`config.mk`:
```
export PLATFORM = sky130hd
export DESIGN_NAME = cond_flag_stage
export DESIGN_NICKNAME = d
export VERILOG_FILES = /design/src/rtl/cond_pkg.sv /design/src/rtl/cond_check.sv /design/src/rtl/cond_flag_stage.sv
export SDC_FILE = /design/constraint.sdc
export NUM_CORES = 1
export LEC_CHECK = 0
export CORE_ASPECT_RATIO = 1.2
export CORE_MARGIN = 3
export CORE_UTILIZATION = 23
export DETAILED_ROUTE_END_ITERATION = 8
export PLACE_DENSITY = 0.5
export SLEW_MARGIN = 20
export SYNTH_ARGS = -nofsm -noshare
export SYNTH_HDL_FRONTEND = slang
export SYNTH_HIERARCHICAL = 1
export SYNTH_SLANG_ARGS = --single-unit
export TNS_END_PERCENT = 10
```
`constraint.sdc`:
```
create_clock -name clk -period 4.9 [get_ports clk]
set_input_delay 0.49 -clock clk [delete_from_list [all_inputs] [get_ports clk]]
set_output_delay 0.49 -clock clk [all_outputs]
set_load 0.02 [all_outputs]
```
`src/rtl/cond_pkg.sv`:
```
// cond_pkg
// Shared definitions for the execute-stage condition unit.
//   cond_e       : the 16 condition-field codes
//   FLAG_N..V    : bit positions of each flag inside an {N,Z,C,V} vector
//   FW_NZ, FW_CV : bit positions inside the 2-bit FlagWrite field
package cond_pkg;

  typedef enum logic [3:0] {
    COND_EQ = 4'b0000,
    COND_NE = 4'b0001,
    COND_CS = 4'b0010,
    COND_CC = 4'b0011,
    COND_MI = 4'b0100,
    COND_PL = 4'b0101,
    COND_VS = 4'b0110,
    COND_VC = 4'b0111,
    COND_HI = 4'b1000,
    COND_LS = 4'b1001,
    COND_GE = 4'b1010,
    COND_LT = 4'b1011,
    COND_GT = 4'b1100,
    COND_LE = 4'b1101,
    COND_AL = 4'b1110,
    COND_NV = 4'b1111
  } cond_e;

  localparam int FLAG_N = 3;
  localparam int FLAG_Z = 2;
  localparam int FLAG_C = 1;
  localparam int FLAG_V = 0;

  // FlagWrite[FW_NZ] guards flags[3:2], FlagWrite[FW_CV] guards flags[1:0].
  localparam int FW_NZ = 1;
  localparam int FW_CV = 0;

endpackage

```
`src/rtl/cond_check.sv`:
```
// cond_check
// Purely combinational condition evaluator.
//   cond   [3:0] in  : instruction condition field
//   flags  [3:0] in  : committed flags, {N,Z,C,V}
//   condex       out : 1 when the instruction is allowed to execute
module cond_check
  import cond_pkg::*;
(
  input  logic [3:0] cond,
  input  logic [3:0] flags,
  output logic       condex
);

  logic n, z, c, v;

  assign n = flags[FLAG_N];
  assign z = flags[FLAG_Z];
  assign c = flags[FLAG_C];
  assign v = flags[FLAG_V];

  always_comb begin
    condex = 1'b0;
    unique case (cond_e'(cond))
      COND_EQ: condex = z;
      COND_NE: condex = ~z;
      COND_CS: condex = c;
      COND_CC: condex = ~c;
      COND_MI: condex = n;
      COND_PL: condex = ~n;
      COND_VS: condex = v;
      COND_VC: condex = ~v;
      COND_HI: condex = c & ~z;
      COND_LS: condex = ~c | z;
      COND_GE: condex = (n == v);
      COND_LT: condex = (n != v);
      COND_GT: condex = ~z & (n == v);
      COND_LE: condex = z | (n != v);
      COND_AL: condex = 1'b1;
      COND_NV: condex = 1'b0;  // reserved encoding never executes
      default: condex = 1'b0;
    endcase
  end

endmodule

```
`src/rtl/cond_flag_stage.sv`:
```
// cond_flag_stage
// Execute-stage condition unit: holds the NZCV flag register, evaluates the
// condition field against it, qualifies the decoder enables and registers
// them into the Memory stage.
//   clk, reset (sync, active-high)
//   ALUFlags[3:0]  : {N,Z,C,V} produced for the Execute instruction
//   CondE[3:0]     : condition field
//   FlagWriteE[1:0]: [1] N,Z update enable, [0] C,V update enable
//   PCSE, RegWE, MemWE, BranchE : unqualified enables
//   StallE, FlushE : hold / squash the Execute instruction
//   CondExE        : combinational condition result
//   FlagsQ[3:0]    : committed flags
//   PCSrcM, RegWriteM, MemWriteM, CondExM : registered qualified outputs
module cond_flag_stage
  import cond_pkg::*;
#(
  parameter logic [3:0] RESET_FLAGS = 4'b0000
) (
  input  logic       clk,
  input  logic       reset,
  input  logic [3:0] ALUFlags,
  input  logic [3:0] CondE,
  input  logic [1:0] FlagWriteE,
  input  logic       PCSE,
  input  logic       RegWE,
  input  logic       MemWE,
  input  logic       BranchE,
  input  logic       StallE,
  input  logic       FlushE,
  output logic       CondExE,
  output logic [3:0] FlagsQ,
  output logic       PCSrcM,
  output logic       RegWriteM,
  output logic       MemWriteM,
  output logic       CondExM
);

  logic [3:0] flags_reg;
  logic [3:0] flags_next;
  logic       commit;
  logic       pcsrc_next, regwrite_next, memwrite_next;
  logic       pcsrc_reg, regwrite_reg, memwrite_reg, condex_reg;

  // Evaluation always uses the committed flags, so a dependent instruction
  // following a flag setter sees the new value the cycle after commit.
  cond_check u_cond_check (
    .cond   (CondE),
    .flags  (flags_reg),
    .condex (CondExE)
  );

  // A squashed or stalled instruction must not disturb the flags.
  assign commit = CondExE & ~StallE & ~FlushE;

  // Each FlagWrite bit owns one 2-bit half of the flag vector.
  for (genvar gi = 0; gi < 2; gi++) begin : g_flag_half
    assign flags_next[2*gi+1 -: 2] = (commit && FlagWriteE[gi])
                                     ? ALUFlags[2*gi+1 -: 2]
                                     : flags_reg[2*gi+1 -: 2];
  end

  assign pcsrc_next    = (PCSE | BranchE) & CondExE;
  assign regwrite_next = RegWE & CondExE;
  assign memwrite_next = MemWE & CondExE;

  always_ff @(posedge clk) begin
    if (reset) begin
      flags_reg <= RESET_FLAGS;
    end else begin
      flags_reg <= flags_next;
    end
  end

  // Priority: reset, then flush (wins over a concurrent stall), then stall.
  always_ff @(posedge clk) begin
    if (reset || FlushE) begin
      pcsrc_reg    <= 1'b0;
      regwrite_reg <= 1'b0;
      memwrite_reg <= 1'b0;
      condex_reg   <= 1'b0;
    end else if (!StallE) begin
      pcsrc_reg    <= pcsrc_next;
      regwrite_reg <= regwrite_next;
      memwrite_reg <= memwrite_next;
      condex_reg   <= CondExE;
    end
  end

  assign FlagsQ    = flags_reg;
  assign PCSrcM    = pcsrc_reg;
  assign RegWriteM = regwrite_reg;
  assign MemWriteM = memwrite_reg;
  assign CondExM   = condex_reg;

endmodule

```
==> flow_summary.json, run 1 <==
{
  "worstMarginPinSlew_ns": 0.355,
  "ant_nets": 0,
  "setup_tns_ns": 0,
  "die_h_um": 55.3,
  "hold_viol_final": 0,
  "grt_usage_pct": 10.0,
  "dp_hpwl_um": 985,
  "r2r-end": "PCSrcM$_SDFFE_PP0N_",
  "p_per_area_nw_per_um2": 212,
  "die_w_um": 47.1,
  "grt_setup_unrepaired": "false",
  "worstSetupStartpoint": "CondE[0]",
  "grt_max_degree": 9,
  "die_area_um2": 2610,
  "post-place-cells": 94,
  "post_cts_resized": 0,
  "final_max_slew_viol_count": 0,
  "drtIter0Drc": 8,
  "cp.arrival_ns": 2.85,
  "clock_power_share_pct": 30.7,
  "synth_cells": 52,
  "antenna_found_initial": 0,
  "start_util_pct": 24.9,
  "internal_power_mw": 0.120,
  "clock_latency_ns": 0.25,
  "pwr-share-seq_pct": 42.5,
  "area_growth_pct": 62.5,
  "timing.rr.start": "FlagsQ[0]$_SDFFE_PP0P_",
  "synthesis.area_um2": 467,
  "vias": 494,
  "io_pins": 27,
  "avgSynthCellArea_um2": 8.97,
  "synth_seq_cells": 8,
  "root_buffer": "clkbuf_4",
  "gp_congestion": 0.765,
  "min_from": "PCSrcM$_SDFFE_PP0N_",
  "maxCapViolations": 0,
  "cts_buffers": 3,
  "clockBufferDepth": 2,
  "rrSetupSlack_ns": 2.59,
  "wl_mm": 1.27,
  "min_path_cells": 2,
  "irDropWorstVdd_v": 0.000126,
  "clkTransAtPathRegs_ns": 0.05,
  "htreeDepth": 1,
  "drcViolationCount": 0,
  "yosys_warnings": 6,
  "cts_hold_buffers": 0,
  "slew-limit-headroom_pct": 76.3,
  "finalClockSkew_ns": 0.00231,
  "setup_viol": 0,
  "post-route-util_pct": 40.5,
  "portBuffers": 26,
  "p_leak_nw": 0.262,
  "synthesis.nets": 70,
  "period_share_pct": 68.1,
  "crit_path_end_kind": "primary output",
  "yosysSeqAreaShare_pct": 34.3,
  "startpoint_type": "input pin",
  "std_cell_rows": 17,
  "holdCritPathClass": "reg2reg",
  "p_sw_share_pct": 25.7,
  "dr.pass1.iters": 4,
  "layout_common_cells": "26 x clkdlybuf4s50_1, 8 x dfxtp_1, 6 x nor2_1",
  "fin_cells": 97,
  "cts_setup_buffers": 0,
  "wl_per_cell_um": 13.0,
  "layout_commonest_cell": "clkdlybuf4s50_1",
  "grt_pass1_wl_mm": 1.97,
  "ys_types": 24,
  "tritoncts": "yes",
  "min_to": "PCSrcM$_SDFFE_PP0N_",
  "status": "complete, no violations",
  "crit_fanout": 8,
  "overflow": 0,
  "n_antenna_cell": 0,
  "required_ns": 4.41,
  "min_period_ns": 3.34,
  "clock_sinks": 8,
  "p_comb_share_pct": 26.8,
  "p_sw_mw": 0.0413,
  "viasPerCell": 5.09,
  "path_class": "in2out",
  "grt_pass1_vias": 489,
  "fin_nets": 98,
  "drive_above_1_share_pct": 7.69,
  "finalPower_mw": 0.161,
  "fmax_ghz": 0.300,
  "core_area_um2": 1870,
  "worst-r2r-cell-count": 8
}
sequential cells by signal, summed over array words and instances (netlist names):
name and cells:
FlagsQ 4, MemWriteM 1, CondExM 1, RegWriteM 1, PCSrcM 1
per-layer routing:
metal	global-route usage, %	vias to the layer above	routed length [um]	part of all wire [%]
met1	12.5	220	542	43
met4	4.74	0	0	0
met2	15.3	28	592	47
met3	2.61	0	131	10
met5	0	-	0	0
li1	-	246	-	-
metrics by stage:
stage	instance area [um2]	worst slack [ns]	hold WS, ns
after global routing	758	1.43	0.513
after CTS	758	1.60	0.477
final	758	1.56	0.475
after global placement	736	1.70	0.467
after floorplan	467	2.52	0.538
after detailed placement	736	1.60	0.466
worst max-delay path: stages:
cell and delay, ns:
clkdlybuf4s50_1 0.66, nor2b_1 0.19, a211oi_1 0.06, a2111oi_1 0.38, a311oi_1 0.09, o22ai_1 0.30, clkdlybuf4s50_1 0.67
power groups by stage:
stage / Clock [mW] / Sequential, mW / Combinational, mW
floorplan: 0 / 0.0717 / 0.0181
global placement: 0 / 0.0698 / 0.0427
detailed placement: 0 / 0.0698 / 0.0431
CTS: 0.0524 / 0.0684 / 0.0433
global route: 0.0529 / 0.0686 / 0.0463
finish: 0.0493 / 0.0684 / 0.0431
how the worst max path moves through the flow:
stage	to	slack (ns)	depth (start not counted)
after floorplan	PCSrcM$_SDFFE_PP0N_	2.52	8
after global placement	CondExE	1.70	7
after detailed placement	CondExE	1.60	7
after CTS	CondExE	1.60	7
after global routing	CondExE	1.43	7
final	CondExE	1.56	7
final cells by class:
cell class / instances / area (um2)
flip-flops and latches: 8 / 160
well taps: 19 / 23.8
clock buffers: 3 / 22.5
multi-input cells: 40 / 288
inverters: 1 / 3.75
fillers: 201 / 1110
repair buffers: 26 / 260
synth_stat cells:
library cell,n,area [um2]
nand2b_1,1,6.26
nand2_1,1,3.75
nor4b_1,1,8.76
inv_1,1,3.75
xor2_1,3,26.3
o21ai_0,2,10.0
mux2i_1,5,50.1
xnor2_1,1,8.76
a2111oi_1,1,10.0
o22ai_1,1,6.26
nor3_1,4,20.0
nor2_1,6,22.5
a22oi_1,2,15.0
buf_4,1,7.51
and4bb_4,2,32.5
nor2b_2,1,8.76
dfxtp_1,8,160
nor2b_1,1,6.26
buf_1,1,3.75
clkbuf_1,1,3.75
a21oi_1,4,20.0
a211oi_1,2,15.0
o22a_1,1,8.76
a311oi_1,1,8.76
cell families after synthesis:
family | share of synthesized area [%]
muxes | 10.7
buffers and inverters | 4.02
and+or+nand+nor | 23.3
xor gates and xnor gates | 7.51
AOI/OAI and AO/OA | 20.1
DFF | 34.3
Power figures use the tool's default switching activity.
==> run 2, diff against run 1 <==
--- a/config.mk
+++ b/config.mk
@@ -9,7 +9,7 @@
 export CORE_MARGIN = 3
 export CORE_UTILIZATION = 23
 export DETAILED_ROUTE_END_ITERATION = 8
-export PLACE_DENSITY = 0.5
+export PLACE_DENSITY = 0.52
 export SLEW_MARGIN = 20
 export SYNTH_ARGS = -nofsm -noshare
 export SYNTH_HDL_FRONTEND = slang
==> constraint.sdc (replaced) <==
create_clock -name clk -period 2.8 [get_ports clk]
set_input_delay 0.28 -clock clk [delete_from_list [all_inputs] [get_ports clk]]
set_output_delay 0.28 -clock clk [all_outputs]
set_load 0.02 [all_outputs]
==> run 2 against run 1 <==
- non-clock buffer count rose by 1
- highest routed layer unchanged
- count of clock-buffer cells in the layout unchanged
- clock power up 74%
- largest power group unchanged
- sequential power is 75% higher
- routed wire length decreased by 5.0%
- critical path type is now reg2out
==> flow_summary.json, run 2 (synthesis results as in run 1) <==
{
  "wl_mm": 1.20,
  "largest_reg_flops": 4,
  "holdCritPathClass": "reg2reg",
  "die_w_um": 47.1,
  "p_per_area_nw_per_um2": 368,
  "final_max_slew_viol_count": 0,
  "n_antenna_cell": 0,
  "fin_nets": 99,
  "cp.arrival_ns": 2.33,
  "crit_fanout": 4,
  "dr.pass1.iters": 3,
  "cts_setup_buffers": 0,
  "cts_buffers": 3,
  "crit_path_end_kind": "primary output",
  "layout_common_cells": "25 x clkdlybuf4s50_1, 8 x dfxtp_1, 6 x nor2_1",
  "startpoint_type": "register",
  "dp_slack_ns": 0.0868,
  "grt_pass1_wl_mm": 1.99,
  "root_buffer": "clkbuf_4",
  "dp_hpwl_um": 952,
  "grt_setup_unrepaired": "false",
  "drive_above_1_share_pct": 8.86,
  "grt_usage_pct": 10.0,
  "start_util_pct": 24.9,
  "setup_tns_ns": 0,
  "layout_commonest_cell": "clkdlybuf4s50_1",
  "clockBufferDepth": 2,
  "core_area_um2": 1870,
  "portBuffers": 26,
  "clock_sinks": 8,
  "finalClockSkew_ns": 0.00371,
  "p_leak_nw": 0.276,
  "tritoncts": "yes",
  "fmax_ghz": 0.384,
  "fin_ws_ns": 0.195,
  "overflow": 0,
  "drtIter0Drc": 5,
  "seqCellArea_um2": 160,
  "io_pins": 27,
  "clkTransAtPathRegs_ns": 0.06,
  "worstMarginPinSlew_ns": 0.329,
  "viasPerCell": 4.95,
  "htreeDepth": 1,
  "area_growth_pct": 64.6,
  "hold_viol_final": 0,
  "period_share_pct": 93.0,
  "hold_slack_ns": 0.478,
  "ant_nets": 0,
  "required_ns": 2.52,
  "grt_max_degree": 9,
  "maxCapViolations": 0,
  "std_cell_rows": 17,
  "multi_input_area_um2": 288,
  "clock_latency_ns": 0.25,
  "die_area_um2": 2610,
  "num-fill-cells": 205,
  "grt_pass1_vias": 492,
  "antenna_found_initial": 0,
  "status": "complete, no violations",
  "post-route-util_pct": 41.0,
  "wl_per_cell_um": 12.3,
  "drcViolationCount": 0,
  "path_class": "reg2out",
  "die_h_um": 55.3,
  "vias": 485,
  "setup_viol": 0,
  "min_period_ns": 2.61,
  "slew-limit-headroom_pct": 78.0,
  "gp_congestion": 0.750,
  "irDropWorstVdd_v": 0.000142
}
run 2: cell count changes in the layout (fill, tap and decap cells not counted), sizes merged:
cell           previous run  this run
buf                       0         1
clkdlybuf4s50            26        25
dlymetal6s2s              0         1
run 2: worst max-delay path, cell delays in order, from the launching register on:
cell and delay [ns]:
dfxtp_1 0.39, xor2_1 0.27, xor2_1 0.11, a2111oi_1 0.40, a311oi_1 0.09, o22ai_1 0.18
clkdlybuf4s50_1 0.64
run 2: layer usage:
layer | track usage (%) | routed length [um] | up-vias
met5 | 0 | 0 | -
met4 | 4.74 | 0 | 0
met3 | 2.93 | 148 | 0
met2 | 14.6 | 499 | 24
met1 | 13.2 | 554 | 214
li1 | - | - | 247
run 2: report_power, final:
part / switching, mW / internal (mW)
Sequential: 0.00264 / 0.117
Clock: 0.0371 / 0.0489
Combinational: 0.0315 / 0.0454
Total: 0.0713 / 0.211
run 2: stage by stage:
step,total power [mW],cell area [um2],instances
after detailed placement,0.199,743,95
after global placement,0.200,743,95
after global routing,0.301,768,98
after CTS,0.289,766,98
final,0.283,768,98
after floorplan,0.157,467,52
run 2: final timing paths:
check | from | to | slack (ns) | cells after the start
worst min register to register | PCSrcM$_SDFFE_PP0N_ | PCSrcM$_SDFFE_PP0N_ | 0.48 | 2
worst max-delay path | FlagsQ[0]$_SDFFE_PP0P_ | CondExE | 0.19 | 6
worst max register to register | FlagsQ[0]$_SDFFE_PP0P_ | PCSrcM$_SDFFE_PP0N_ | 0.58 | 9
worst min-delay path | PCSrcM$_SDFFE_PP0N_ | PCSrcM$_SDFFE_PP0N_ | 0.48 | 2
run 2: repair_timing:
| action | 4_1_cts | 5_1_grt |
|---|---|---|
| endpoints found under the setup margin | 0 | 1 |
| hold buffers | 0 | 0 |
| gates resized for setup | 0 | 1 |
run 2: final cells by class:
| type | count | area share (%) |
|---|---|---|
| multi-input cells | 40 | 37.5 |
| flip-flops and latches | 8 | 20.8 |
| well taps | 19 | 3.09 |
| repair buffers | 27 | 35.2 |
| inverters | 1 | 0.489 |
| clock buffers | 3 | 2.93 |
==> run 3, diff against run 2 <==
--- a/config.mk
+++ b/config.mk
@@ -5,11 +5,12 @@
 export SDC_FILE = /design/constraint.sdc
 export NUM_CORES = 1
 export LEC_CHECK = 0
+export ABC_CLOCK_PERIOD_IN_PS = 3190
 export CORE_ASPECT_RATIO = 1.2
 export CORE_MARGIN = 3
 export CORE_UTILIZATION = 23
 export DETAILED_ROUTE_END_ITERATION = 8
-export PLACE_DENSITY = 0.52
+export PLACE_DENSITY_LB_ADDON = 0.12
 export SLEW_MARGIN = 20
 export SYNTH_ARGS = -nofsm -noshare
 export SYNTH_HDL_FRONTEND = slang
==> constraint.sdc (replaced) <==
create_clock -name clk -period 3.19 [get_ports clk]
set_input_delay 0.319 -clock clk [delete_from_list [all_inputs] [get_ports clk]]
set_output_delay 0.319 -clock clk [all_outputs]
set_load 0.02 [all_outputs]
==> run 3 against run 2 <==
- design area shrank 1.3%
- first-iteration DRC count grew 60%
- final cell count shrank 1.0%
- sequential share of layout area grew 0.28 points
- setup slack gained 0.080 ns
- die area is the same
- critical path depth grew 1
- register-to-register slack gained 0.32 ns
- total power shrank 12%
- count of clock-buffer cells in the layout is the same
- combinational power shrank 15%
- core utilization shrank 0.53 points
- critical path type is now in2out
==> flow_summary.json, run 3 (synthesis results as in run 1) <==
{
  "status": "complete, no violations",
  "die_w_um": 47.1,
  "setup_tns_ns": 0,
  "crit_path_end_kind": "primary output",
  "worstMarginPinSlew_ns": 0.335,
  "vias": 486,
  "maxCapViolations": 0,
  "area_growth_pct": 62.5,
  "wl_per_cell_um": 12.5,
  "dp_hpwl_um": 930,
  "path_class": "in2out",
  "overflow": 0,
  "gr-usage-met3_pct": 1.95,
  "clockBufferDepth": 2,
  "wl_mm": 1.21,
  "fmax_ghz": 0.343,
  "drcViolationCount": 0,
  "seqCellArea_um2": 160,
  "clock_sinks": 8,
  "min_period_ns": 2.92,
  "fin_nets": 98,
  "layout_commonest_cell": "clkdlybuf4s50_1",
  "htreeDepth": 1,
  "slew-limit-headroom_pct": 77.6,
  "root_buffer": "clkbuf_4",
  "n_antenna_cell": 0,
  "setup_viol": 0,
  "holdCritPathClass": "reg2reg",
  "startpoint_type": "input pin",
  "io_pins": 27,
  "crit_fanout": 8,
  "tritoncts": "yes",
  "viasPerCell": 5.01,
  "clock_latency_ns": 0.25,
  "use_met1_pct": 10.8,
  "grt_usage_pct": 9.49,
  "num-fill-cells": 211,
  "irDropWorstVdd_v": 0.000201,
  "cp.arrival_ns": 2.60,
  "grt_pass1_wl_mm": 1.83,
  "start_util_pct": 24.9,
  "min_from": "PCSrcM$_SDFFE_PP0N_",
  "dr.pass1.iters": 4,
  "fin_ws_ns": 0.275,
  "final_max_slew_viol_count": 0,
  "cts_buffers": 3,
  "finalClockSkew_ns": 0.00204,
  "hold_slack_ns": 0.483,
  "cts_setup_buffers": 0,
  "grt_max_degree": 9,
  "top_usage_layer": "met2",
  "rrSetupSlack_ns": 0.90,
  "drive_above_1_share_pct": 7.69,
  "die_area_um2": 2610,
  "grt_use_met2_pct": 15.1,
  "gp_congestion": 0.695,
  "drtIter0Drc": 8,
  "period_share_pct": 91.4,
  "largest_reg_flops": 4,
  "antenna_found_initial": 0,
  "hold_viol_final": 0,
  "p_per_area_nw_per_um2": 328,
  "p_leak_nw": 0.262,
  "timing.rr.start": "FlagsQ[0]$_SDFFE_PP0P_",
  "core_area_um2": 1870,
  "layout_common_cells": "26 x clkdlybuf4s50_1, 8 x dfxtp_1, 6 x nor2_1",
  "grt_setup_unrepaired": "false",
  "std_cell_rows": 17,
  "cts_hold_buffers": 0,
  "die_h_um": 55.3,
  "worstSetupStartpoint": "CondE[0]",
  "dp_slack_ns": 0.257,
  "multi_input_area_um2": 288,
  "post_cts_resized": 0,
  "clkTransAtPathRegs_ns": 0.05,
  "ant_nets": 0,
  "portBuffers": 26,
  "required_ns": 2.87,
  "finalPower_mw": 0.248,
  "grt_pass1_vias": 474
}
[run 3: worst paths after layout]
path,to,cells after the start
hold / removal,PCSrcM$_SDFFE_PP0N_,2
hold reg to reg,PCSrcM$_SDFFE_PP0N_,2
setup reg to reg,PCSrcM$_SDFFE_PP0N_,8
setup / recovery,CondExE,7
[run 3: stage by stage]
step	util [%]	instance area, um2	std cells
2_1_floorplan	-	467	52
3_3_place_gp	39.3	736	94
5_1_grt	40.5	758	97
3_5_place_dp	39.3	736	94
4_1_cts	40.5	758	97
6_report	40.5	758	97
[run 3: where the power goes]
part	leakage [nW]	internal, mW	total [mW]	switching, mW
sequential	0.0648	0.103	0.105	0.00237
clock	0.0138	0.0431	0.0778	0.0347
combinational	0.184	0.0381	0.0655	0.0275
[run 3: final cells by class]
type / instances / share of cell area [%]
Multi-Input combinational cell: 40 / 38.0
Timing Repair Buffer: 26 / 34.3
Sequential cell: 8 / 21.1
Tap cell: 19 / 3.14
Clock buffer: 3 / 2.97
Inverter: 1 / 0.495
[run 3: layer usage]
| layer | vias to the layer above | wire length (um) |
|---|---|---|
| met5 | - | 0 |
| li1 | 245 | - |
| met1 | 222 | 561 |
| met4 | 0 | 0 |
| met3 | 0 | 93 |
| met2 | 19 | 556 |
[run 3: critical path, cell delays in order]
cell             delay, ns
clkdlybuf4s50_1       0.65
nor2b_1               0.17
a211oi_1              0.05
a2111oi_1             0.38
a311oi_1              0.08
o22ai_1               0.27
clkdlybuf4s50_1       0.67
